$ cat src/rtl/pkt_rd_engine.sv
// rtl/pkt_rd_engine.sv - packet read responder: walks a page chain, streams beats, frees pages
`timescale 1ns/1ps
module pkt_rd_engine #(
    parameter int DW         = 32,
    parameter int AW         = 11,
    parameter int PAGE_BEATS = 8
) (
    input  logic                                iClk,
    input  logic                                iRst_n,
    input  logic                                iRdCmdVld,
    output logic                                oRdCmdRdy,
    input  logic [AW+8:0]                       iRdCmdPld,
    input  logic [3:0]                          iRdCmdDst,
    output logic                                oRdDataVld,
    input  logic                                iRdDataRdy,
    output logic [DW:0]                         oRdDataPld,
    output logic [3:0]                          oRdDataDst,
    output logic                                oFreeVld,
    input  logic                                iFreeRdy,
    output logic [AW-1:0]                       oFreePld,
    output logic                                oDataRdEn,
    output logic [AW+$clog2(PAGE_BEATS)-1:0]    oDataRdAddr,
    input  logic [DW-1:0]                       iDataRdData,
    output logic                                oPtrRdEn,
    output logic [AW-1:0]                       oPtrRdAddr,
    input  logic [AW-1:0]                       iPtrRdData
);
    localparam int BW = $clog2(PAGE_BEATS);
    localparam logic [BW-1:0] LAST_BEAT = BW'(PAGE_BEATS - 1);

    typedef enum logic [1:0] {S_IDLE, S_READ, S_DRAIN, S_DROP} state_t;

    state_t          state_q, state_d;
    logic [AW-1:0]   cur_page_q, cur_page_d;
    logic [AW-1:0]   nxt_page_q, nxt_page_d;
    logic [AW-1:0]   free_addr_q, free_addr_d;
    logic            nxt_vld_q, nxt_vld_d;
    logic            ptr_pend_q, ptr_pend_d;
    logic            free_vld_q, free_vld_d;
    logic            inflight_q, inflight_d;
    logic            inflight_last_q, inflight_last_d;
    logic            last_seen_q, last_seen_d;
    logic [3:0]      pages_left_q, pages_left_d;
    logic [3:0]      dst_q, dst_d;
    logic [BW-1:0]   beat_idx_q, beat_idx_d;
    logic [DW:0]     mem0_q, mem0_d, mem1_q, mem1_d;
    logic            wr_ptr_q, wr_ptr_d, rd_ptr_q, rd_ptr_d;
    logic [1:0]      count_q, count_d;

    logic            data_rd_en, ptr_rd_en, page_step;
    logic [AW-1:0]   ptr_rd_addr;
    logic            fifo_has, data_hs, last_hs, push, pop;
    logic            credit_ok, slot_free, at_boundary, last_pg;
    logic [DW:0]     head;
    logic            unused_dst;

    assign unused_dst = ^iRdCmdDst;

    // Output buffer bypasses the SRAM return straight to the port when empty.
    assign fifo_has    = (count_q != 2'd0);
    assign head        = rd_ptr_q ? mem1_q : mem0_q;
    assign oRdDataVld  = fifo_has || inflight_q;
    assign oRdDataPld  = fifo_has ? head : {iDataRdData, inflight_last_q};
    assign oRdDataDst  = dst_q;
    assign data_hs     = oRdDataVld && iRdDataRdy;
    assign last_hs     = data_hs && oRdDataPld[0];
    assign push        = inflight_q && !(!fifo_has && iRdDataRdy);
    assign pop         = fifo_has && iRdDataRdy;
    assign credit_ok   = (count_q + {1'b0, inflight_q}) < 2'd2;
    assign slot_free   = !free_vld_q || iFreeRdy;
    assign at_boundary = (beat_idx_q == LAST_BEAT);
    assign last_pg     = (pages_left_q == 4'd0);

    assign oRdCmdRdy   = (state_q == S_IDLE);
    assign oFreeVld    = free_vld_q;
    assign oFreePld    = free_addr_q;
    assign oDataRdEn   = data_rd_en;
    assign oDataRdAddr = data_rd_en ? {cur_page_q, beat_idx_q} : '0;
    assign oPtrRdEn    = ptr_rd_en;
    assign oPtrRdAddr  = ptr_rd_addr;

    always_comb begin
        state_d         = state_q;
        cur_page_d      = cur_page_q;
        nxt_page_d      = nxt_page_q;
        nxt_vld_d       = nxt_vld_q;
        free_addr_d     = free_addr_q;
        free_vld_d      = free_vld_q && !iFreeRdy;
        pages_left_d    = pages_left_q;
        dst_d           = dst_q;
        beat_idx_d      = beat_idx_q;
        last_seen_d     = last_seen_q;
        inflight_d      = 1'b0;
        inflight_last_d = 1'b0;
        data_rd_en      = 1'b0;
        ptr_rd_en       = 1'b0;
        ptr_rd_addr     = '0;
        page_step       = 1'b0;

        if (ptr_pend_q) begin
            nxt_page_d = iPtrRdData;
            nxt_vld_d  = 1'b1;
        end

        case (state_q)
            S_IDLE: begin
                if (iRdCmdVld) begin
                    cur_page_d   = iRdCmdPld[AW+8:9];
                    pages_left_d = iRdCmdPld[8:5];
                    dst_d        = iRdCmdPld[4:1];
                    beat_idx_d   = '0;
                    nxt_vld_d    = 1'b0;
                    last_seen_d  = 1'b0;
                    if (iRdCmdPld[8:5] != 4'd0) begin
                        ptr_rd_en   = 1'b1;
                        ptr_rd_addr = iRdCmdPld[AW+8:9];
                    end
                    state_d = iRdCmdPld[0] ? S_DROP : S_READ;
                end
            end
            S_READ: begin
                if (credit_ok && (!at_boundary || (slot_free && (last_pg || nxt_vld_q)))) begin
                    data_rd_en      = 1'b1;
                    inflight_d      = 1'b1;
                    inflight_last_d = last_pg && at_boundary;
                    beat_idx_d      = beat_idx_q + 1'b1;
                    if (at_boundary) begin
                        page_step = 1'b1;
                        if (last_pg) state_d = S_DRAIN;
                    end
                end
            end
            S_DROP: begin
                if (slot_free && (last_pg || nxt_vld_q)) begin
                    page_step = 1'b1;
                    if (last_pg) begin
                        last_seen_d = 1'b1;
                        state_d     = S_DRAIN;
                    end
                end
            end
            S_DRAIN: begin
                if (last_hs) last_seen_d = 1'b1;
                if ((last_seen_q || last_hs) && slot_free) state_d = S_IDLE;
            end
            default: state_d = S_IDLE;
        endcase

        // Release the current page and hop to its prefetched successor.
        if (page_step) begin
            free_vld_d  = 1'b1;
            free_addr_d = cur_page_q;
            if (!last_pg) begin
                cur_page_d   = nxt_page_q;
                pages_left_d = pages_left_q - 4'd1;
                beat_idx_d   = '0;
                nxt_vld_d    = 1'b0;
                if (pages_left_q != 4'd1) begin
                    ptr_rd_en   = 1'b1;
                    ptr_rd_addr = nxt_page_q;
                end
            end
        end
        ptr_pend_d = ptr_rd_en;
    end

    always_comb begin
        mem0_d   = mem0_q;
        mem1_d   = mem1_q;
        if (push) begin
            if (wr_ptr_q) mem1_d = {iDataRdData, inflight_last_q};
            else          mem0_d = {iDataRdData, inflight_last_q};
        end
        wr_ptr_d = wr_ptr_q ^ push;
        rd_ptr_d = rd_ptr_q ^ pop;
        count_d  = count_q + {1'b0, push} - {1'b0, pop};
    end

    always_ff @(posedge iClk or negedge iRst_n) begin
        if (!iRst_n) begin
            state_q         <= S_IDLE;
            cur_page_q      <= '0;
            nxt_page_q      <= '0;
            nxt_vld_q       <= 1'b0;
            ptr_pend_q      <= 1'b0;
            free_addr_q     <= '0;
            free_vld_q      <= 1'b0;
            inflight_q      <= 1'b0;
            inflight_last_q <= 1'b0;
            last_seen_q     <= 1'b0;
            pages_left_q    <= '0;
            dst_q           <= '0;
            beat_idx_q      <= '0;
            mem0_q          <= '0;
            mem1_q          <= '0;
            wr_ptr_q        <= 1'b0;
            rd_ptr_q        <= 1'b0;
            count_q         <= '0;
        end else begin
            state_q         <= state_d;
            cur_page_q      <= cur_page_d;
            nxt_page_q      <= nxt_page_d;
            nxt_vld_q       <= nxt_vld_d;
            ptr_pend_q      <= ptr_pend_d;
            free_addr_q     <= free_addr_d;
            free_vld_q      <= free_vld_d;
            inflight_q      <= inflight_d;
            inflight_last_q <= inflight_last_d;
            last_seen_q     <= last_seen_d;
            pages_left_q    <= pages_left_d;
            dst_q           <= dst_d;
            beat_idx_q      <= beat_idx_d;
            mem0_q          <= mem0_d;
            mem1_q          <= mem1_d;
            wr_ptr_q        <= wr_ptr_d;
            rd_ptr_q        <= rd_ptr_d;
            count_q         <= count_d;
        end
    end
endmodule

$ cat config.mk
export PLATFORM = sky130hd
export DESIGN_NAME = pkt_rd_engine
export DESIGN_NICKNAME = d
export VERILOG_FILES = /design/src/rtl/pkt_rd_engine.sv
export SDC_FILE = /design/constraint.sdc
export NUM_CORES = 1
export LEC_CHECK = 0
export BUFFER_PORTS_ARGS = -buffer_cell sky130_fd_sc_hd__buf_2
export CAP_MARGIN = 10
export CORE_MARGIN = 5
export CORE_UTILIZATION = 30
export CTS_CLUSTER_DIAMETER = 100
export DETAILED_ROUTE_END_ITERATION = 10
export PLACE_DENSITY_LB_ADDON = 0.08
export SLEW_MARGIN = 15
export SYNTH_ARGS = -nofsm -noshare
export SYNTH_HDL_FRONTEND = slang
export SYNTH_SLANG_ARGS = --single-unit
$ cat constraint.sdc
create_clock -name iClk -period 2.6 [get_ports iClk]
set_input_delay 0.52 -clock iClk [delete_from_list [all_inputs] [get_ports iClk]]
set_output_delay 0.52 -clock iClk [all_outputs]
set_load 0.05 [all_outputs]
== After elaboration in Yosys (flattened, before gate mapping) ==
Index checks and enable logic that the tools add are counted.

* Output and inout bits: 78
* Bits in registers: 122
* Input bits: 72
* Logic and storage cells: 124

* Equality and inequality tests: 12
* Reduce and logical (&&, ||, !) cells: 30
* Order comparisons: 1
* Multiplexer cells: 55
* Bitwise logic cells: 3
* Add/sub/neg operators: 5

{| class="wikitable"
|+ Operators by type and width
! operator !! number
|-
| $mux W11 || 10
|-
| $mux W33 || 2
|-
| $mux W1 || 23
|-
| $mux W4 || 4
|-
| $mux W14 || 1
|-
| $mux W2 || 7
|-
| $ne A2 B2 Y1 const B || 7
|-
| $mux W3 || 4
|-
| $logic_and A1 B1 Y1 || 10
|-
| $reduce_and A5 Y1 || 2
|-
| $pmux W2 S4 || 1
|-
| $pmux W3 S2 || 1
|-
| $reduce_and A2 Y1 || 3
|-
| $logic_not A1 Y1 || 5
|-
| $logic_or A1 B1 Y1 || 5
|-
| $add A2 B1 Y2 || 2
|-
| $eq A2 B2 Y1 const B || 2
|-
| $logic_not A4 Y1 || 1
|-
| $ne A4 B1 Y1 const B || 1
|-
| $reduce_bool A4 Y1 || 1
|-
| $sub A4 B1 Y4 const B || 1
|-
| $add A3 B1 Y3 const B || 1
|-
| $eq A3 B3 Y1 const B || 1
|-
| $pmux W1 S3 || 1
|-
| other kinds (9) || 10
|}

== Logic depth before layout (Yosys ltp) ==
Gate-level depths: netlist (run 1).

* Word-level depth: 9
* Gate-level depth with buffers: 9
* Gate-level depth less buffers: 7

== Worst setup path before layout (run 1) ==
OpenSTA, ideal clock, no wires.

* Kind: register -> output
* From: register pages_left_q[0]
* To: output port oDataRdAddr[10]
* Buffers on the path: 1
* Arrival time: 2570 ps
* Stages on the path, launching flop included: 8
* Required time: 2080 ps
* Slack: -490 ps
* Path through: dfrtp_1 inv_1 ha_1 nor3b_2 o21ai_1 a2111oi_2 clkbuf_1 and2_1

* Word-level cells in the longest chain between the ends: 8

{| class="wikitable"
|+ Ends and longest elaborated chain
! what !! RTL line !! RTL
|-
| start, declared || 43 || <nowiki>logic [3:0] pages_left_q, pages_left_d;</nowiki>
|-
| start signal, assigned || 210 || <nowiki>pages_left_q <= pages_left_d;</nowiki>
|-
| $logic_not A4 Y1 || 72 || <nowiki>assign last_pg = (pages_left_q == 4'd0);</nowiki>
|-
| $logic_or A1 B1 Y1 || 122 || <nowiki>if (credit_ok && (!at_boundary || (slot_free && (last_pg || nxt_vld_q)))) begin</nowiki>
|-
| $logic_and A1 B1 Y1 || 122 ||
|-
| $logic_or A1 B1 Y1 || 122 ||
|-
| $logic_and A1 B1 Y1 || 122 ||
|-
| $mux W1 || 122 ||
|-
| $mux W1 || 105 || <nowiki>case (state_q)</nowiki>
|-
| named net oDataRdEn || 21 || <nowiki>output logic oDataRdEn,</nowiki>
|-
| $mux W14 || 78 || <nowiki>assign oDataRdAddr = data_rd_en ? {cur_page_q, beat_idx_q} : '0;</nowiki>
|-
| end, declared || 22 || <nowiki>output logic [AW+$clog2(PAGE_BEATS)-1:0] oDataRdAddr,</nowiki>
|}

The timed path passes the listed nets, and every way through them passes these cells.

== Worst setup path in the final report (run 1) ==
* From: register beat_idx_q[0]
* To: output port oPtrRdAddr[6]

* Word-level cells in the longest chain between the ends: 7
* Elaborated cells on any way between the ends: 8
* Classes of those cells: eq/ne (1); mux (4); reduce/logical (3)

{| class="wikitable"
|+ Ends and longest elaborated chain
! what !! RTL line !! RTL
|-
| start, declared || 45 || <nowiki>logic [BW-1:0] beat_idx_q, beat_idx_d;</nowiki>
|-
| start signal, assigned || 212 || <nowiki>beat_idx_q <= beat_idx_d;</nowiki>
|-
| $eq A3 B3 Y1 * || 71 || <nowiki>assign at_boundary = (beat_idx_q == LAST_BEAT);</nowiki>
|-
| $logic_not A1 Y1 || 122 ||
|-
| $logic_or A1 B1 Y1 || 122 ||
|-
| $logic_and A1 B1 Y1 || 122 ||
|-
| $mux W1 * || 122 ||
|-
| $pmux W1 S2 * || 105 ||
|-
| $mux W11 * || 150 || <nowiki>if (page_step) begin</nowiki>
|-
| end, declared || 25 || <nowiki>output logic [AW-1:0] oPtrRdAddr,</nowiki>
|}

Mark *: on every way between the ends. The rest lies on a longest branch, timed or not.

==> results.md, run 1 <==
- Placer Congestion: 0.788
- Hold Path Class: input pin to asynchronous set/reset pin
- F_max: 0.348 GHz
- Largest net degree at the start of global routing: 49
- Total clock sinks: 122
- RSZ-0062 raised after global routing: true
- Die X: 149 um
- IO Port Bufs: 145
- Synthesized instance count: 512
- Max-cap violations: 0
- Post-Syn Area per Cell: 11.3 um^2
- Met2 WL: 7800 um
- Share of cells above drive strength 1: 49.1%
- Post-route setup slack: -0.270 ns
- Share of synthesized registers carrying an async set or reset: 100%
- M1 WL: 6620 um
- Slew at the pin with the worst max-slew slack: 0.694 ns
- CTS tree: yes
- DIE AREA: 22300 um^2
- CTS Buffer Depth: 2
- Vias: 4421
- Final-layout fill cell count: 1893
- CP required: 2.08 ns
- Crit share post-route: 110%
- Design area: 8120 um^2
- Crit path DAT: 2.35 ns
- Core area: 19300 um^2
- Layout Area Growth over Synthesis: 39.8%
- Vias in the first global route: 4823
- Endpoints failing hold: 0
- Reg clk slew, reported paths: 0.05 ns
- Synth warn: 0
- WL per Instance: 16.5 um
- DR pass1 iterations: 4
- Hold buffers post-CTS: 0
- Die Y: 149 um
- HPWL Detailed: 10600 um
- Diodes inserted: 0
- Synth Flop Type: dfrtp_1
- Layout Nets: 759
- Critical Path Source Type: register
- # rows: 51
- Htree depth: 4
- Crit. End Element: output port
- Critical path type: register to output port
- Cell accounting for the most synthesized area: dfrtp_1
- Cell-by-cell listing of the critical path: ha_2 -> ha_4 -> and4_1 -> a211oi_2 -> or3_4 -> a21oi_4 -> buf_12 -> a22o_2 -> buf_8
- Syn nets: 592
- Initial antenna violation count: 2
- Synth Register Bits: 122
- Max Slew Vio Count: 0
- Vias per cell: 4.62
- Cells on worst reg2reg path: 8
- Top Metal Used: met5
- Dominant cells by area after synthesis: dfrtp_1, mux2_2, mux2i_1
- Initial Util: 30.2%
- Highest cell delay on the worst timing path: 0.35 ns
- DRT Wirelength: 15800 um
- Sequential area share after synthesis: 52.5%
- Post-route minimum period: 2.87 ns
- Gr usage total: 14.8%
- Most frequent cell after synthesis: dfrtp_1
- Crit Reg-Reg Startpoint: beat_idx_q[0]
- Final ANT Viol Nets: 0
- Post-synth top cells: dfrtp_1, mux2_2, nand2_1
- WL met3: 1020 um
- Mapped Area: 5810 um^2
- Num CTS Buffers: 17
- Root buffer cell: clkbuf_16
- Worst reg-to-reg setup slack: 0.28 ns
- Final Skew: 0.00909 ns
- Slowest stage cell, crit path: dfrtp_1
- Post-synth cell types: 41
- R2R Path End: pages_left_q[3]
- DR iter-0 viols: 157
- Final Setup Violations: 26
- Grt ovf: 0
- Critical Path Fanout Max: 12
- Synth top area share: 52.5%
- Failing checks: setup timing
- DRC: 0
- Outcome: complete, but fails checks
- Num ports: 150
- First-pass GRT wire length: 25600 um
- Worst-skew pair later-pin latency: 0.41 ns
- Post-synth EDFFs: 0
- Placed inst area: 7140 um^2
- Relative slew slack: 53.8%
-- worst max-delay path, delay by kind of cell, from the launching register on --
family,cells,cell delay [ns]
AND/OR/NAND/NOR,2,0.56
AO/OA/AOI/OAI,3,0.36
flip-flops,1,0.35
adder cells (fa/ha/maj),2,0.34
buffers and inverters,2,0.32
-- logic make-up (layout without fill, tap and decap cells) --
logic type | Yosys count | count (layout) | share of synthesized area (%)
AOI/OAI and AO/OA | 75 | 75 | 8.16
DFF | 122 | 122 | 52.5
adders and majority gates | 8 | 8 | 1.72
and+or+nand+nor | 134 | 134 | 10.5
muxes | 125 | 125 | 23.5
xor gates and xnor gates | 4 | 4 | 0.603
buffers and inverters | 44 | 223 | 2.97
-- worst max path at each step --
stage | cells after the start | slack [ns] | startpoint | endpoint
floorplan | 9 | -0.08 | beat_idx_q[0] | oPtrRdAddr[6]
global placement | 9 | -0.04 | beat_idx_q[0] | oPtrRdEn
detailed placement | 9 | -0.05 | beat_idx_q[0] | oPtrRdEn
CTS | 9 | -0.30 | beat_idx_q[0] | oPtrRdAddr[10]
global route | 9 | -0.38 | beat_idx_q[0] | oPtrRdAddr[6]
finish | 9 | -0.27 | beat_idx_q[0] | oPtrRdAddr[6]
-- final cells by class --
class | count | area, um^2 | share of cell area, %
Clock buffer | 23 | 468 | 5.76
Tap cell | 265 | 332 | 4.08
Inverter | 10 | 37.5 | 0.462
Multi-Input combinational cell | 346 | 2770 | 34.1
Sequential cell | 122 | 3050 | 37.6
Timing Repair Buffer | 182 | 1320 | 16.2
Clock inverter | 8 | 143 | 1.76
-- cells in the final DEF, fill, tap and decap left out, drive strengths merged, types with 10 or more instances in the layout --
cell type / synthesis / final
buf: 9 / 182
dfrtp: 122 / 122
mux2: 89 / 89
nand2: 78 / 78
o21ai: 37 / 37
mux2i: 36 / 36
clkbuf: 25 / 23
nor2: 18 / 18
and2: 16 / 16
a31oi: 12 / 12
a22o: 11 / 11
inv: 10 / 10
-- sequential cells by signal, indices dropped and copies added (netlist names) --
signal           count
rd_ptr_q             1
ptr_pend_q           1
beat_idx_q           3
nxt_page_q          11
state_q              2
mem0_q              33
wr_ptr_q             1
oFreePld            11
nxt_vld_q            1
oFreeVld             1
pages_left_q         4
cur_page_q          11
count_q              2
inflight_last_q      1
last_seen_q          1
mem1_q              33
oRdDataDst           4
inflight_q           1
-- routing by layer --
layer / global-route usage [%] / up-vias
met5: 0 / -
met1: 17.3 / 2154
li1: - / 2122
met2: 25.4 / 118
met3: 4.89 / 23
met4: 5.35 / 4
-- stage by stage --
stage	util (%)	setup WS [ns]	hold slack, ns	instances	TNS [ns]
after floorplan	-	-0.0848	0.224	512	-0.254
after global placement	37.0	-0.0356	0.457	918	-0.0648
after detailed placement	37.0	-0.0502	0.462	918	-0.187
after CTS	42.5	-0.302	0.170	959	-6.69
after global routing	42.1	-0.380	0.206	956	-8.96
final	42.1	-0.270	0.154	956	-5.74
-- timing repair --
| item | CTS | global route |
|---|---|---|
| setup endpoints to repair | 27 | 27 |
| pin swaps | 11 | 5 |
| buffers inserted | 8 | 1 |
| gates resized for setup | 100 | 3 |
| gates cloned | 2 | 0 |
Power of run 1 is left out: the tool's default activity adds up to more than one toggle a clock period on the data nets, which glitch-free logic cannot reach.
==> run 2, diff against run 1 <==
GPL_TIMING_DRIVEN = 0   (was not set)
==> run 2 against run 1 <==
  * The run still ends with setup timing left
  * Worst setup slack got worse by 0.059 ns
  * First-iteration DRC count is 21% lower
  * Cell count grew 1.9%
  * Register-to-register slack worse by 0.08 ns
  * Critical path type unchanged
  * Critical endpoint is now oPtrRdAddr[2]
==> results.md, run 2 (synthesis results as in run 1) <==
- Hold Path Class: input pin to asynchronous set/reset pin
- Crit path DAT: 2.41 ns (+0.06 ns)
- Vias in the first global route: 4861 (+0.79%)
- Diodes inserted: 0 (unchanged)
- Critical path type: register to output port
- Total clock sinks: 122 (unchanged)
- Die X: 149 um (unchanged)
- Hold buffers post-CTS: 0 (unchanged)
- Placer Congestion: 0.786 (-0.36%)
- Vias: 4537 (+2.6%)
- Reg clk slew, reported paths: 0.06 ns (about the same)
- Largest net degree at the start of global routing: 69 (+41%)
- Root buffer cell: clkbuf_16
- Relative slew slack: 54.0% (+0.25 points)
- Final Setup Violations: 27 (+3.8%)
- Num CTS Buffers: 17 (unchanged)
- Post-route setup slack: -0.328 ns (-0.0585 ns)
- Grt ovf: 0 (unchanged)
- Setup crit end: oPtrRdAddr[2]
- Initial antenna violation count: 0 (-2)
- Post-route minimum period: 2.93 ns (+0.0585 ns)
- CTS Buffer Depth: 2 (unchanged)
- DIE AREA: 22300 um^2 (unchanged)
- Crit. End Element: output port
- RSZ-0062 raised after global routing: true
- Crit Reg-Reg Startpoint: count_q[1]
- Final ANT Viol Nets: 0 (unchanged)
- Layout Nets: 776 (+2.2%)
- Final core occ: 42.9% (+0.77 points)
- Worst reg-to-reg setup slack: 0.20 ns (-0.08 ns)
- Vias per cell: 4.66 (+0.73%)
- Critical Path Fanout Max: 5 (-7)
- Max Slew Vio Count: 0 (unchanged)
- Gr usage total: 15.6% (+0.75 points)
- Endpoints failing hold: 0 (unchanged)
- Core area: 19300 um^2 (unchanged)
- Worst-skew pair later-pin latency: 0.41 ns (about the same)
- Crit path from: beat_idx_q[0]
- HPWL Detailed: 11400 um (+7.2%)
- Layout Area Growth over Synthesis: 42.3%
- Num ports: 150 (unchanged)
- Max-cap violations: 0 (unchanged)
- Top flop regs: mem0_q (33), mem1_q (33)
- Hold Slack: 0.0708 ns (-0.0828 ns)
- F_max: 0.342 GHz (-2.0%)
- WL per Instance: 17.2 um (+4.1%)
- Failing checks: setup timing
- Critical Path Source Type: register
- CP required: 2.08 ns (about the same)
- Slew at the pin with the worst max-slew slack: 0.690 ns (-0.00374 ns)
- Most frequent cells in the layout: dfrtp_1, buf_2, mux2_2
- DRT Wirelength: 16700 um (+6.1%)
- R2R Path End: mem1_q[20]
- Final Skew: 0.00812 ns (-0.000966 ns)
- DR iter-0 viols: 124 (-21%)
- Commonest non-fill, non-tap cell in the layout: dfrtp_1
- DR pass1 iterations: 4 (unchanged)
- First-pass GRT wire length: 26800 um (+4.5%)
- CTS tree: yes
- Die Y: 149 um (unchanged)
- Crit share post-route: 113% (+2.3 points)
- Share of cells above drive strength 1: 48.5% (-0.54 points)
- Final-layout fill cell count: 1908 (+0.79%)
- Htree depth: 4 (unchanged)
- Cells on worst reg2reg path: 7 (-1)
- Pre-CTS setup slack: -0.506 ns (-0.456 ns)
- DRC: 0 (unchanged)
- Outcome: complete, but fails checks
- Initial Util: 30.2% (unchanged)
- # rows: 51 (unchanged)
- IO Port Bufs: 145 (unchanged)
- Setup TNS Final: -6.88 ns (-1.14 ns)
run 2: layout make-up:
class / instances / area, um^2 / share of cell area [%]
timing repair buffer: 166 / 1280 / 15.5
buffer: 33 / 203 / 2.45
clock inverter: 12 / 100 / 1.21
multi-input combinational: 346 / 2800 / 33.9
tap: 265 / 332 / 4.01
clock buffer: 20 / 457 / 5.52
sequential: 122 / 3050 / 36.9
inverter: 10 / 37.5 / 0.454
run 2: critical path, stage by stage (launching register included):
cell      delay (ns)
dfrtp_1         0.40
ha_4            0.16
ha_4            0.13
and4_1          0.20
a211oi_2        0.05
or3_4           0.39
a21oi_4         0.21
buf_6           0.18
a22o_4          0.13
buf_8           0.14
run 2: worst min-delay path by stage:
stage	slack [ns]	depth (start not counted)	endpoint	from
2_1_floorplan	0.22	0	beat_idx_q[0]	iRst_n
3_3_place_gp	0.46	2	oRdDataDst[0]	oRdDataDst[0]
3_5_place_dp	0.46	2	oRdDataDst[2]	oRdDataDst[2]
4_1_cts	0.09	1	mem1_q[30]	iRst_n
5_1_grt	0.11	1	mem1_q[30]	iRst_n
6_report	0.07	1	mem0_q[30]	iRst_n
run 2: layer usage:
metal,track usage [%],up-vias,part of all wire [%]
met2,26.2,113,49
met3,5.38,14,6.6
met5,0,-,0
met1,18.9,2243,43
met4,4.53,0,1.1
li1,-,2167,-
run 2: through the flow:
| stage | instance area (um^2) | std cells |
|---|---|---|
| 2_1_floorplan | 5920 | 512 |
| 3_3_place_gp | 6970 | 922 |
| 3_5_place_dp | 7010 | 923 |
| 4_1_cts | 8160 | 970 |
| 5_1_grt | 8270 | 974 |
| 6_report | 8270 | 974 |
run 2: repair_timing:
action,CTS,global route
hold endpoints to repair,0,0
gates cloned,3,0
setup endpoints to repair,63,57
gates resized for setup,153,30
pin swaps,16,6
buffers inserted,13,4
Power of run 2 is left out for the same reason.
